===== config.mk =====
export PLATFORM = sky130hd
export DESIGN_NAME = endec_axis_driver_flat
export DESIGN_NICKNAME = d
export VERILOG_FILES = /design/src/rtl/endec_axis_driver_if.sv /design/src/rtl/endec_axis_driver.sv /design/src/flat_wrapper.sv
export SDC_FILE = /design/constraint.sdc
export NUM_CORES = 2
export LEC_CHECK = 0
export CAP_MARGIN = 20
export CORE_AREA = 3 3 476 478
export CTS_BUF_LIST = sky130_fd_sc_hd__clkbuf_4 sky130_fd_sc_hd__clkbuf_8 sky130_fd_sc_hd__clkbuf_16
export DETAILED_ROUTE_END_ITERATION = 8
export DIE_AREA = 0 0 479 481
export PLACE_DENSITY = 0.47
export SLEW_MARGIN = 20
export SYNTH_ARGS = -nofsm -noshare
export SYNTH_HDL_FRONTEND = slang
export SYNTH_SLANG_ARGS = --single-unit
export TNS_END_PERCENT = 100

===== constraint.sdc =====
create_clock -name sys_clk -period 3 [get_ports sys_clk]
set_clock_uncertainty 0.15 [all_clocks]
set_input_delay 0.3 -clock sys_clk [delete_from_list [all_inputs] [get_ports sys_clk]]
set_output_delay 0.3 -clock sys_clk [all_outputs]
set_load 0.02 [all_outputs]

===== src/rtl/endec_axis_driver_if.sv =====
// endec_axis_driver_if: one AXI-stream channel (data, valid, last, ready)
interface endec_axis_driver_if;
  logic [63:0] tdata;
  logic        tvalid;
  logic        tlast;
  logic        tready;
  modport master(output tdata, tvalid, tlast, input tready);
  modport slave(input tdata, tvalid, tlast, output tready);
endinterface


===== src/rtl/endec_axis_driver.sv =====
// endec_axis_driver: sends one config beat plus 8 payload beats, then collects 8 result beats
module endec_axis_driver #(
  parameter int TIMEOUT_CYCLES = 16'hFFFF
) (
  input  logic                sys_clk,
  input  logic                rst,
  input  logic                i_start,
  input  logic [63:0]         i_config,
  input  logic [511:0]        i_payload,
  endec_axis_driver_if.master m_axis,
  endec_axis_driver_if.slave  s_axis,
  output logic [511:0]        o_result,
  output logic                o_done,
  output logic                o_busy,
  output logic                o_err_tlast,
  output logic                o_err_timeout
);
  localparam logic [2:0] IDLE      = 3'd0;
  localparam logic [2:0] SEND_CFG  = 3'd1;
  localparam logic [2:0] SEND_DATA = 3'd2;
  localparam logic [2:0] RX_RESULT = 3'd3;
  localparam logic [2:0] DONE      = 3'd4;
  logic [2:0]   state;
  logic [63:0]  cfg;
  logic [511:0] payload;
  logic [2:0]   tx_cnt;
  logic [2:0]   rx_cnt;
  logic [15:0]  wdog;
  logic         gap;
  logic         data_beat;
  // Outputs derive only from registered state, so tvalid never depends on tready
  always_comb begin
    data_beat     = state == SEND_DATA && !gap;
    m_axis.tvalid = state == SEND_CFG || data_beat;
    m_axis.tlast  = state == SEND_CFG || (data_beat && tx_cnt == 3'd7);
    m_axis.tdata  = state == SEND_CFG ? cfg : data_beat ? payload[{tx_cnt, 6'd0} +: 64] : 64'd0;
    s_axis.tready = state == RX_RESULT;
    o_done        = state == DONE;
    o_busy        = state != IDLE;
  end
  // Frame sequencer: gap gives the sink one idle cycle between config and data beat 0
  always_ff @(posedge sys_clk) begin
    if (rst) begin
      state         <= IDLE;
      cfg           <= 64'd0;
      payload       <= 512'd0;
      tx_cnt        <= 3'd0;
      rx_cnt        <= 3'd0;
      wdog          <= 16'd0;
      gap           <= 1'b0;
      o_result      <= 512'd0;
      o_err_tlast   <= 1'b0;
      o_err_timeout <= 1'b0;
    end else begin
      case (state)
        IDLE: if (i_start) begin
          cfg           <= i_config;
          payload       <= i_payload;
          tx_cnt        <= 3'd0;
          rx_cnt        <= 3'd0;
          o_err_tlast   <= 1'b0;
          o_err_timeout <= 1'b0;
          state         <= SEND_CFG;
        end
        SEND_CFG: if (m_axis.tready) begin
          gap   <= 1'b1;
          state <= SEND_DATA;
        end
        SEND_DATA: if (gap) gap <= 1'b0;
        else if (m_axis.tready) begin
          tx_cnt <= tx_cnt + 3'd1;
          if (&tx_cnt) begin
            wdog  <= 16'd0;
            state <= RX_RESULT;
          end
        end
        RX_RESULT: if (s_axis.tvalid) begin
          o_result[{rx_cnt, 6'd0} +: 64] <= s_axis.tdata;
          wdog   <= 16'd0;
          rx_cnt <= rx_cnt + 3'd1;
          if (s_axis.tlast || &rx_cnt) begin
            o_err_tlast <= s_axis.tlast != (&rx_cnt);
            state       <= DONE;
          end
        end else if (wdog == 16'(TIMEOUT_CYCLES - 1)) begin
          o_err_timeout <= 1'b1;
          state         <= DONE;
        end else wdog <= wdog + 16'd1;
        default: state <= IDLE;
      endcase
    end
  end
endmodule

===== src/flat_wrapper.sv =====
// flat-port wrapper written by rule: the top's interface ports become plain ports
module endec_axis_driver_flat 
#(
  parameter int TIMEOUT_CYCLES = 16'hFFFF
)
  (sys_clk, rst, i_start, i_config, i_payload, o_result, o_done, o_busy, o_err_tlast, o_err_timeout, m_axis_tdata, m_axis_tvalid, m_axis_tlast, m_axis_tready, s_axis_tdata, s_axis_tvalid, s_axis_tlast, s_axis_tready);
  endec_axis_driver_if m_axis_i ();
  endec_axis_driver_if s_axis_i ();
  input  logic sys_clk;
  input  logic rst;
  input  logic i_start;
  input  logic [63:0] i_config;
  input  logic [511:0] i_payload;
  output logic [511:0] o_result;
  output logic o_done;
  output logic o_busy;
  output logic o_err_tlast;
  output logic o_err_timeout;
  output wire logic [$bits(m_axis_i.tdata)-1:0] m_axis_tdata;
  output wire logic [$bits(m_axis_i.tvalid)-1:0] m_axis_tvalid;
  output wire logic [$bits(m_axis_i.tlast)-1:0] m_axis_tlast;
  input wire logic [$bits(m_axis_i.tready)-1:0] m_axis_tready;
  input wire logic [$bits(s_axis_i.tdata)-1:0] s_axis_tdata;
  input wire logic [$bits(s_axis_i.tvalid)-1:0] s_axis_tvalid;
  input wire logic [$bits(s_axis_i.tlast)-1:0] s_axis_tlast;
  output wire logic [$bits(s_axis_i.tready)-1:0] s_axis_tready;
  assign m_axis_tdata = m_axis_i.tdata;
  assign m_axis_tvalid = m_axis_i.tvalid;
  assign m_axis_tlast = m_axis_i.tlast;
  assign m_axis_i.tready = m_axis_tready;
  assign s_axis_i.tdata = s_axis_tdata;
  assign s_axis_i.tvalid = s_axis_tvalid;
  assign s_axis_i.tlast = s_axis_tlast;
  assign s_axis_tready = s_axis_i.tready;
  endec_axis_driver #(.TIMEOUT_CYCLES(TIMEOUT_CYCLES)) u_core (.sys_clk(sys_clk), .rst(rst), .i_start(i_start), .i_config(i_config), .i_payload(i_payload), .m_axis(m_axis_i), .s_axis(s_axis_i), .o_result(o_result), .o_done(o_done), .o_busy(o_busy), .o_err_tlast(o_err_tlast), .o_err_timeout(o_err_timeout));
endmodule

==> impl_metrics.csv <==
group,metric,value,unit
run,drv_cap,0,
clock_network,numCtsBuffers,137,
global_route,grt_use_total,22.0,%
final_layout,drive_above_1_share,10.6,%
worst_setup_path,cp-end-kind,"output port",
yosys,postSynth.asyncResetShare,0,%
floorplan,die_x,479,um
yosys,yosys_warnings,0,
sta,finalCritPeriodShare,105,%
detailed_routing,post_drt_wl_per_cell,26.3,um
yosys,synth-edff-count,0,
detailed_routing,vias,46746,
sta,worst_slack,-151,ps
clock_network,cts_root_buffer,"clkbuf_16",
detailed_routing,drt_iter0_drc,3947,
worst_setup_path,slowest_delay,510,ps
final_layout,fillCellCount,23153,
detailed_routing,routed_wl,266000,um
global_route,grt_pass1_wl,364000,um
placement,place_congestion,0.901,
clock_network,clock_sinks,1116,
clock_network,clk_latency,780,ps
clock_network,cts_tree,"yes",
global_route,grt_pass1_vias,45687,
floorplan,core,0.222,mm2
detailed_routing,ant_nets,0,
yosys,synth.avg_cell_area,8.13,um2
yosys,synth.top_cells.by_area,"dfxtp_1 51%, nand2_1 16%, a21oi_1 13%",
placement,io_buffers,1228,
placement,dp_hpwl,191000,um
final_layout,layout.nets,7645,
worst_setup_path,cp_common_cell,"buf_12",
yosys,syn_inst,5405,
floorplan,rows,173,
min_path,min_path_type,"input port to flop",
yosys,ys_ff_latch,1116,
worst_setup_path,crit_type,"flop to output port",
detailed_routing,viasPerCell,4.62,
placement,place_area,0.0597,mm2
yosys,synthTopCellsByCount,"1860 x nand2_1, 1116 x dfxtp_1, 1104 x a21oi_1",
worst_setup_path,crit_path_start_kind,"flop",
status,violations,"negative setup slack",
yosys,syn-num-nets,6062,
floorplan,die-area,0.230,mm2
sta,hold_viol_final,0,
sta,tightest_slew,1000,ps
yosys,ys_seq_area_share,50.9,%
floorplan,ios,1229,
worst_setup_path,crit_required,2550,ps
yosys,syn_area,0.0439,mm2
worst_setup_path,crit_buf_inv,5,
yosys,synth_flop_cell,"dfxtp_1",
clock_network,path_clk_slew,60,ps
yosys,post_synth_num_cell_types,51,
power_and_ir_drop,p_leak,0.0243,uW
floorplan,dieHeight,481,um
global_route,grt_max_degree,124,
sta,finalSetupViolCount,55,
global_route,grt_overflow,0,
final_layout,area_growth,62.6,%
sta,max_freq,317,MHz
clock_network,cts.htree.levels,4,
detailed_routing,drt_first_pass_iters,6,
global_route,antenna_found_initial,76,
worst_setup_path,slowest_stage,"mux4_2",
yosys,yosysTopAreaCell,"dfxtp_1",
yosys,synth.most_common_cell,"nand2_1",
sta,period_needed,3150,ps
power_and_ir_drop,max-vdd-ir-drop,0.551,mV
worst_setup_path,rrSetupSlack,270,ps
worst_setup_path,cp_cell_sequence,"buf_12 -> buf_12 -> buf_16 -> buf_6 -> mux4_2 -> mux2i_2 -> o21ai_1 -> buf_4",
worst_setup_path,crit_family,"multiplexers",
power_and_ir_drop,power,46700,uW
detailed_routing,drc,0,
worst_setup_path,critPathArrivalTime,2700,ps
sta,slew_headroom,32.9,%
floorplan,initial_core_util,19.8,%
worst_setup_path,crit_path_max_fanout,5,
sta,rsz0062_at_grt,"yes",
status,status,"finished with violations",
final_layout,postLayoutCellArea,0.0714,mm2
power_and_ir_drop,pwr_density_cell,654,mW/mm2
sta,maxSlewViolCount,0,
clock_network,clockBufferDepth,3,
placement,post-place-ws,160,ps
yosys,synth_top_area_share,50.9,%
placement,dpl.cell_count,9228,
final_layout,final_cell_count_no_fill,10126,
==> final timing paths <==
| path | start | endpoint | cells past startpoint |
|---|---|---|---|
| worst max-delay path | u_core.tx_cnt[0]$_SDFFE_PP0P_ | m_axis_tdata[38] | 8 |
| worst min-delay path | i_config[55] | u_core.cfg[55]$_SDFFE_PP0P_ | 3 |
| worst max register to register | u_core.tx_cnt[0]$_SDFFE_PP0P_ | u_core.wdog[11]$_SDFFE_PP0P_ | 10 |
| worst min register to register | u_core.payload[169]$_SDFFE_PP0P_ | u_core.payload[169]$_SDFFE_PP0P_ | 2 |
==> where the power goes <==
group / internal, uW / leakage [uW] / switching (uW)
logic: 4940 / 0.0129 / 7100
registers: 16400 / 0.00907 / 940
clock network: 10200 / 0.00237 / 7170
total: 31500 / 0.0243 / 15200
==> layer usage <==
metal	share of wire (%)	global-route usage (%)
met1	39	25.5
met4	5.5	10.6
met5	0.042	0
met3	7.9	6.37
met2	48	37.0
==> cell type report <==
cell class                 instances  area, um2  area share [%]
clock buffer                     205       4140            5.79
sequential                      1116      22400            31.3
antenna                           55        138           0.193
clock inverter                    42        587           0.822
timing repair buffer            1969      20700            29.0
tap                             2975       3720            5.21
multi-input combinational       3753      19800            27.7
inverter                          11       41.3          0.0578
==> cell families (layout without fill, tap and decap cells) <==
group                    count (synthesis)  count (layout)  synth area share, %
multiplexers                           194             194                 8.07
flip-flops                            1116            1116                 50.9
AND/OR/NAND/NOR                       2346            2346                 21.8
AO/OA/AOI/OAI                         1195            1195                 13.7
XOR/XNOR                                 7               7                0.140
adder cells (fa/ha/maj)                 11              11                0.313
other                                    0              55                    0
buffers and inverters                  536            2227                 5.11
==> flip-flops by register name, summed over array words and instances, names as in the netlist <==
signal,flops
u_core.cfg,64
u_core.gap,1
u_core.rx_cnt,3
u_core.state,3
u_core.o_err_tlast,1
u_core.wdog,16
u_core.o_err_timeout,1
u_core.o_result,512
u_core.payload,512
u_core.tx_cnt,3
==> layout by cell type, fill, tap and decap left out, drive strengths merged, types with 17 or more instances in the layout <==
cell / synthesis / layout
dlygate4sd3: 0 / 520
clkbuf: 327 / 210
dfxtp: 1116 / 1116
a21oi: 1104 / 1104
nand3: 403 / 403
nor2: 19 / 19
mux4: 128 / 128
nand2: 1860 / 1860
clkinv: 0 / 27
o21ai: 73 / 73
mux2i: 66 / 66
inv: 11 / 17
buf: 198 / 280
diode: 0 / 55
clkdlybuf4s50: 0 / 1158
==> stage by stage <==
| step | util [%] | hold WS, ps | TNS (ps) |
|---|---|---|---|
| detailed placement | 26.9 | 294 | 0 |
| global route | 32.1 | 4.94 | -11450 |
| global placement | 26.9 | 290 | -246 |
| floorplan | - | 283 | 0 |
| CTS | 31.9 | 0.0914 | -12400 |
| finish | 32.1 | 36.1 | -3980 |
==> worst reg2reg max path, stage by stage, from the launching register on <==
cell and delay [ps]:
dfxtp_4 380, buf_12 160, buf_16 140, buf_4 150, ha_1 190, ha_1 190
and3b_1 230, o21ai_0 380, a21o_1 380, or3_1 170, a21oi_1 60
==> what timing repair did <==
| item | 4_1_cts | 5_1_grt |
|---|---|---|
| hold endpoints to repair | 558 | 0 |
| resized for setup | 324 | 67 |
| buffers inserted | 49 | 18 |
| cloned | 13 | 5 |
| pin swaps | 12 | 20 |
| hold buffers | 520 | 0 |
| endpoints found under the setup margin | 67 | 65 |
No activity file was read; power rests on OpenSTA's default activity.
